$ cat src/rtl/io_pkg.sv
// io_pkg: shared types and constants for the I/O port
//   tx_state_t  - serial transmitter states
//   DATA_W      - bus / frame data width
//   START_BIT / STOP_BIT - line levels for the frame delimiters
package io_pkg;
  localparam int DATA_W = 8;
  localparam logic START_BIT = 1'b0;
  localparam logic STOP_BIT = 1'b1;
  typedef enum logic [1:0] {IDLE, START, DATA, STOP} tx_state_t;
endpackage

$ cat src/rtl/io_fifo.sv
// io_fifo: synchronous FIFO with sticky overflow
//   i_clk, i_nReset - clock, async active-low reset
//   i_push, i_data  - write request and data (dropped when full unless popped)
//   i_pop, o_data   - read request and head-of-queue data (show-ahead)
//   o_full, o_empty, o_overflow - status; overflow is sticky until reset
module io_fifo
  import io_pkg::*;
#(
  parameter int DEPTH = 4,
  parameter int W = DATA_W
) (
  input  logic         i_clk,
  input  logic         i_nReset,
  input  logic         i_push,
  input  logic [W-1:0] i_data,
  input  logic         i_pop,
  output logic [W-1:0] o_data,
  output logic         o_full,
  output logic         o_empty,
  output logic         o_overflow
);
  localparam int AW = $clog2(DEPTH);
  logic [AW:0] wrPtr, rdPtr;
  logic [W-1:0] mem [DEPTH];
  logic doPop, doPush;
  assign o_empty = wrPtr == rdPtr;
  assign o_full = (wrPtr[AW] != rdPtr[AW]) && (wrPtr[AW-1:0] == rdPtr[AW-1:0]);
  assign doPop = i_pop && !o_empty;
  // a pop in the same cycle frees a slot, so a push onto a full FIFO still lands
  assign doPush = i_push && (!o_full || doPop);
  assign o_data = mem[rdPtr[AW-1:0]];
  always_ff @(posedge i_clk or negedge i_nReset)
    if (!i_nReset) begin
      wrPtr <= '0;
      rdPtr <= '0;
      o_overflow <= 1'b0;
    end else begin
      if (doPush) wrPtr <= wrPtr + 1'b1;
      if (doPop) rdPtr <= rdPtr + 1'b1;
      if (i_push && !doPush) o_overflow <= 1'b1;
    end
  always_ff @(posedge i_clk)
    if (doPush) mem[wrPtr[AW-1:0]] <= i_data;
endmodule

$ cat src/rtl/io_port.sv
// io_port: bus-side I/O responder - output FIFO to 8N1 serial, strobed input register
//   i_clk, i_nReset         - clock, async active-low reset
//   i_bus, i_ctrlWrOut      - bus byte and write strobe into the output FIFO
//   i_ctrlInNoe, o_bus, o_busEn - active-low read enable, input byte onto bus
//   i_inData, i_inStrobe    - external byte and capture pulse
//   o_tx                    - serial line, idle high
//   o_outFull, o_outEmpty, o_inValid, o_outOverflow, o_inOverflow - status
module io_port
  import io_pkg::*;
#(
  parameter int CLKS_PER_BIT = 16,
  parameter int DEPTH = 4
) (
  input  logic              i_clk,
  input  logic              i_nReset,
  input  logic [DATA_W-1:0] i_bus,
  input  logic              i_ctrlWrOut,
  input  logic              i_ctrlInNoe,
  output logic [DATA_W-1:0] o_bus,
  output logic              o_busEn,
  input  logic [DATA_W-1:0] i_inData,
  input  logic              i_inStrobe,
  output logic              o_tx,
  output logic              o_outFull,
  output logic              o_outEmpty,
  output logic              o_inValid,
  output logic              o_outOverflow,
  output logic              o_inOverflow
);
  localparam int BW = $clog2(CLKS_PER_BIT);
  localparam logic [BW-1:0] RELOAD = BW'(CLKS_PER_BIT - 1);
  tx_state_t state, nextState;
  logic [BW-1:0] baud;
  logic [2:0] bitCnt;
  logic [DATA_W-1:0] shiftReg, fifoData, inReg;
  logic pop, baudZero, fifoEmpty, readClr, capture;
  io_fifo #(.DEPTH(DEPTH), .W(DATA_W)) uFifo (
    .i_clk(i_clk), .i_nReset(i_nReset), .i_push(i_ctrlWrOut), .i_data(i_bus),
    .i_pop(pop), .o_data(fifoData), .o_full(o_outFull), .o_empty(fifoEmpty),
    .o_overflow(o_outOverflow)
  );
  assign baudZero = baud == '0;
  always_ff @(posedge i_clk or negedge i_nReset)
    if (!i_nReset) begin
      state <= IDLE;
      baud <= RELOAD;
      bitCnt <= '0;
      shiftReg <= '0;
    end else begin
      state <= nextState;
      // every state entry comes either from IDLE or from a baud expiry, so this reloads on entry
      baud <= (state == IDLE || baudZero) ? RELOAD : baud - 1'b1;
      bitCnt <= (state == DATA) ? bitCnt + 3'(baudZero) : 3'd0;
      if (pop) shiftReg <= fifoData;
      else if (state == DATA && baudZero) shiftReg <= shiftReg >> 1;
    end
  always_comb begin
    nextState = state;
    pop = 1'b0;
    case (state)
      IDLE: begin
        nextState = fifoEmpty ? IDLE : START;
        pop = !fifoEmpty;
      end
      START: nextState = baudZero ? DATA : START;
      DATA: nextState = (baudZero && bitCnt == 3'd7) ? STOP : DATA;
      STOP: if (baudZero) begin
        nextState = fifoEmpty ? IDLE : START;
        pop = !fifoEmpty;
      end
      default: nextState = IDLE;
    endcase
  end
  always_comb begin
    o_tx = state == START ? START_BIT : state == DATA ? shiftReg[0] : STOP_BIT;
    o_outEmpty = fifoEmpty && state == IDLE;
  end
  // a read and a strobe on the same edge hand the register straight to the new byte
  assign readClr = o_inValid && !i_ctrlInNoe;
  assign capture = i_inStrobe && (!o_inValid || readClr);
  always_ff @(posedge i_clk or negedge i_nReset)
    if (!i_nReset) begin
      inReg <= '0;
      o_inValid <= 1'b0;
      o_inOverflow <= 1'b0;
    end else begin
      if (capture) inReg <= i_inData;
      o_inValid <= capture || (o_inValid && !readClr);
      o_inOverflow <= o_inOverflow || (i_inStrobe && o_inValid && !readClr);
    end
  assign o_busEn = ~i_ctrlInNoe;
  assign o_bus = i_ctrlInNoe ? '0 : inReg;
endmodule
$ cat config.mk
export PLATFORM = sky130hd
export DESIGN_NAME = io_port
export DESIGN_NICKNAME = d
export VERILOG_FILES = /design/src/rtl/io_pkg.sv /design/src/rtl/io_fifo.sv /design/src/rtl/io_port.sv
export SDC_FILE = /design/constraint.sdc
export NUM_CORES = 1
export LEC_CHECK = 0
export CORE_MARGIN = 4
export CORE_UTILIZATION = 25
export CTS_BUF_LIST = sky130_fd_sc_hd__clkbuf_8
export CTS_CLUSTER_SIZE = 25
export DETAILED_ROUTE_END_ITERATION = 10
export GPL_TIMING_DRIVEN = 0
export SLEW_MARGIN = 10
export SYNTH_ARGS = -nofsm -noshare
export SYNTH_HDL_FRONTEND = slang
export SYNTH_SLANG_ARGS = --single-unit
$ cat constraint.sdc
create_clock -name i_clk -period 6.3 [get_ports i_clk]
set_clock_uncertainty 0.2 [all_clocks]
set_input_delay 0.945 -clock i_clk [delete_from_list [all_inputs] [get_ports i_clk]]
set_output_delay 0.945 -clock i_clk [all_outputs]
set_load 0.03 [all_outputs]
==> out/summary.log <==
[synthesis] top cells by count, synth sky130_fd_sc_hd__edfxtp_1 (32), sky130_fd_sc_hd__dfrtp_1 (30), sky130_fd_sc_hd__mux2_2 (24), sky130_fd_sc_hd__inv_1 (13), sky130_fd_sc_hd__ha_1 (12)
[sta] number of failing setup endpoints in the final timing report 0
[synthesis] distinct cell type count after synthesis 40
[synthesis] share of the synthesized area in the top cell type 32.7%
[floorplan] starting density of the core 25.6%
[global_routing] wire length of the first global-routing pass 8240 um
[worst_setup_path] arrival time worst endpoint 2.53 ns
[pwr] post-layout total power 1.52 mW
[job] number of max-cap violations 0
[sta] Post-Route Hold Slack 0.260 ns
[synthesis] most common cell in the synthesized netlist sky130_fd_sc_hd__edfxtp_1
[global_routing] number of antenna violations at the first check in global routing 0
[synthesis] top post-synthesis cells by area sky130_fd_sc_hd__edfxtp_1 (33%), sky130_fd_sc_hd__dfrtp_1 (26%), sky130_fd_sc_hd__mux2_2 (9.2%)
[worst_setup_path] worst setup path endpoint o_bus[6]
[clock_tree] number of buffers inserted by hold repair at cts 0
[pwr] PwrDens 411 mW/mm^2
[final_layout] final design utilization 32.3%
[detailed_routing] number of DRC markers in iteration 0 34
[place] number of port buffers 35
[floorplan] I/O Pins 36
[sta] worst slew margin relative to its limit 44.1%
[worst_setup_path] r2r startpoint baud[0]
[synthesis] syn nets 224
[worst_setup_path] reg-to-reg endpoint uFifo.mem[0][4]
[synthesis] ys async rst share 51.5%
[final_layout] area growth from synthesis to layout 26.1%
[sta] fin crit period 3.68 ns
[pwr] Max VDD drop 0.175 mV
[worst_setup_path] type of element capturing the critical path primary output
[clock_tree] post-cts sizing count 0
[worst_hold_path] min-delay worst type reg -> reg
[clock_tree] TritonCTS clock tree yes
[clock_tree] Post-CTS Repair Setup Buffers 0
[final_layout] layout cell share with drive strength beyond 1 24.4%
[worst_setup_path] R2R cell count 6
[synthesis] Syn Inst Count 191
[detailed_routing] Avg WL per Cell 13.0 um
[worst_setup_path] startpoint class of the critical path input port
[floorplan] Vert. Die Dim 116 um
[detailed_routing] number of optimization iterations in the first detailed-route pass 4
[worst_setup_path] Critical Path Fanout Max 10
[worst_setup_path] path type of the worst setup path in -> out
[global_routing] pin count of the biggest net entering global routing 35
[worst_setup_path] setup slack on the worst flop-to-flop path 3.73 ns
[sta] RSZ-0062 raised after global routing no
[synthesis] flip-flop cell with the highest count after synthesis sky130_fd_sc_hd__edfxtp_1
[place] worst setup slack after placement 2.59 ns
[clock_tree] CTS H-tree depth 3
[synthesis] warnings from Yosys 0
[detailed_routing] final routed wirelength across all metal layers 5000 um
[global_routing] number of global-route vias before repair 1667
[final_layout] final instance area 0.00371 sq mm
[detailed_routing] remaining antenna violation count after routing 0
[global_routing] global routing usage summed across all routing layers 7.98%
[synthesis] count of flip-flops with a built-in enable after synthesis 32
[worst_setup_path] Worst EP required 5.15 ns
[pwr] leakage power 1.48 nW
[clock_tree] TritonCTS buffer count 9
[place] Post-Place Cells 369
[detailed_routing] number of vias in the routed layout 1627
[place] placed wire-length estimate after detailed placement 3480 um
[synthesis] share of synthesized area occupied by flip-flops and latches 61.8%
[floorplan] Horiz. Die Dim 116 um
[sta] Least-Margin Pin Slew 0.837 ns
[synthesis] Mean Syn Cell Area 15.4 sq um
[clock_tree] maximum number of buffers from clock root to sink 2
[clock_tree] clock-pin transition on the worst setup and hold timing paths 0.07 ns
[floorplan] number of placement rows 39
[sta] Tcrit/Tclk final 58.4%
[sta] Max Freq 272 MHz
[clock_tree] Clock Tree Root sky130_fd_sc_hd__clkbuf_8
[final_layout] Total Nets Final 270
[final_layout] Finished Layout Cells 385
[sta] final slew viol count 0
[worst_setup_path] worst setup path startpoint i_ctrlInNoe
[outcome] result of the run complete, no violations
[detailed_routing] count of unresolved DRC violations after routing 0
[final_layout] Fillers 1134
[floorplan] core area 0.0115 sq mm
[detailed_routing] vias per std cell 4.23
[final_layout] Antenna diodes 0
[synthesis] post-synthesis sequential element count 66
[sta] total count of hold-check failures in the final report 0
[global_routing] total gr overflow 0
[clock_tree] TritonCTS Sinks 66
[place] placed inst area 0.00346 sq mm
[clock_tree] insertion delay to the later sink of the worst-skew pair 0.33 ns
[synthesis] combined area of all synthesized cells 0.00294 sq mm
[place] last weighted congestion value of the routability-driven placer 0.672
[floorplan] Die Area 0.0136 sq mm
[sta] final total negative setup slack 0 ns
[sta] fin worst setup slack 2.62 ns
[synthesis] largest area contributor in the netlist sky130_fd_sc_hd__edfxtp_1
critical path, cell delays in order:
cell                              delay, ns
sky130_fd_sc_hd__clkdlybuf4s50_1       0.49
sky130_fd_sc_hd__clkbuf_1              0.37
sky130_fd_sc_hd__nor2b_1               0.11
sky130_fd_sc_hd__clkdlybuf4s50_1       0.61
placed cells by master (no fill, tap or decap), types with 2 or more instances in the layout:
| cell type | instances |
|---|---|
| sky130_fd_sc_hd__nor2b_1 | 9 |
| sky130_fd_sc_hd__nor2_1 | 3 |
| sky130_fd_sc_hd__xnor2_1 | 5 |
| sky130_fd_sc_hd__a21o_1 | 2 |
| sky130_fd_sc_hd__bufinv_16 | 3 |
| sky130_fd_sc_hd__and2_1 | 4 |
| sky130_fd_sc_hd__and3_1 | 4 |
| sky130_fd_sc_hd__xor2_1 | 6 |
| sky130_fd_sc_hd__mux2_2 | 24 |
| sky130_fd_sc_hd__clkinv_4 | 2 |
| sky130_fd_sc_hd__dfrtp_1 | 30 |
| sky130_fd_sc_hd__edfxtp_1 | 32 |
| sky130_fd_sc_hd__nand2_1 | 3 |
| sky130_fd_sc_hd__ha_1 | 12 |
| sky130_fd_sc_hd__nand3_1 | 2 |
| sky130_fd_sc_hd__clkdlybuf4s50_1 | 34 |
| sky130_fd_sc_hd__clkbuf_8 | 9 |
| sky130_fd_sc_hd__o21ai_0 | 3 |
| sky130_fd_sc_hd__mux4_2 | 8 |
| sky130_fd_sc_hd__a21oi_1 | 3 |
| sky130_fd_sc_hd__inv_1 | 14 |
| sky130_fd_sc_hd__buf_2 | 4 |
| sky130_fd_sc_hd__dfstp_2 | 4 |
where the power goes:
group          switching, mW  internal (mW)
registers             0.0617          0.581
clock network          0.170          0.263
logic                  0.225          0.225
total                  0.456           1.07
area by class of cell:
cell class                      instances  area (sq um)  share of cell area, %
Timing Repair Buffer                   35           345                   9.31
Sequential cell                        66          1820                   49.0
Tap cell                              143           179                   4.83
Clock inverter                          7           119                   3.21
Buffer                                  4          18.8                  0.506
Clock buffer                            9           124                   3.34
Inverter                               13          48.8                   1.32
Multi-Input combinational cell        108          1060                   28.5
sequential cells by signal, indices dropped and copies added (netlist names):
register / cells
uFifo.rdPtr: 3
o_inValid: 1
baud: 4
uFifo.o_overflow: 1
inReg: 8
uFifo.wrPtr: 3
uFifo.mem: 32
o_inOverflow: 1
shiftReg: 8
bitCnt: 3
state: 2
worst min-delay path by stage:
| stage | start | to | slack, ns | depth (start not counted) |
|---|---|---|---|---|
| floorplan | baud[0] | baud[0] | 0.24 | 1 |
| global placement | uFifo.o_overflow | uFifo.o_overflow | 0.25 | 1 |
| detailed placement | uFifo.o_overflow | uFifo.o_overflow | 0.25 | 1 |
| CTS | uFifo.o_overflow | uFifo.o_overflow | 0.27 | 1 |
| global route | baud[0] | baud[0] | 0.29 | 1 |
| finish | uFifo.o_overflow | uFifo.o_overflow | 0.26 | 1 |
routing by layer:
metal / vias up / routed length, um / share of wire (%) / track usage (%)
met5: - / 0 / 0 / 0
met4: 0 / 84 / 1.7 / 3.71
met3: 9 / 277 / 5.5 / 2.75
met2: 36 / 2280 / 46 / 12.1
met1: 791 / 2360 / 47 / 10.3
li1: 791 / - / - / -
kinds of logic after synthesis:
group                    share of synthesized area, %
AO/OA/AOI/OAI                                    3.83
adder cells (fa/ha/maj)                          5.11
buffers and inverters                            2.30
AND/OR/NAND/NOR                                  8.04
XOR/XNOR                                         3.28
flip-flops                                       61.8
multiplexers                                     15.7
(Power assumes the default switching activity.)
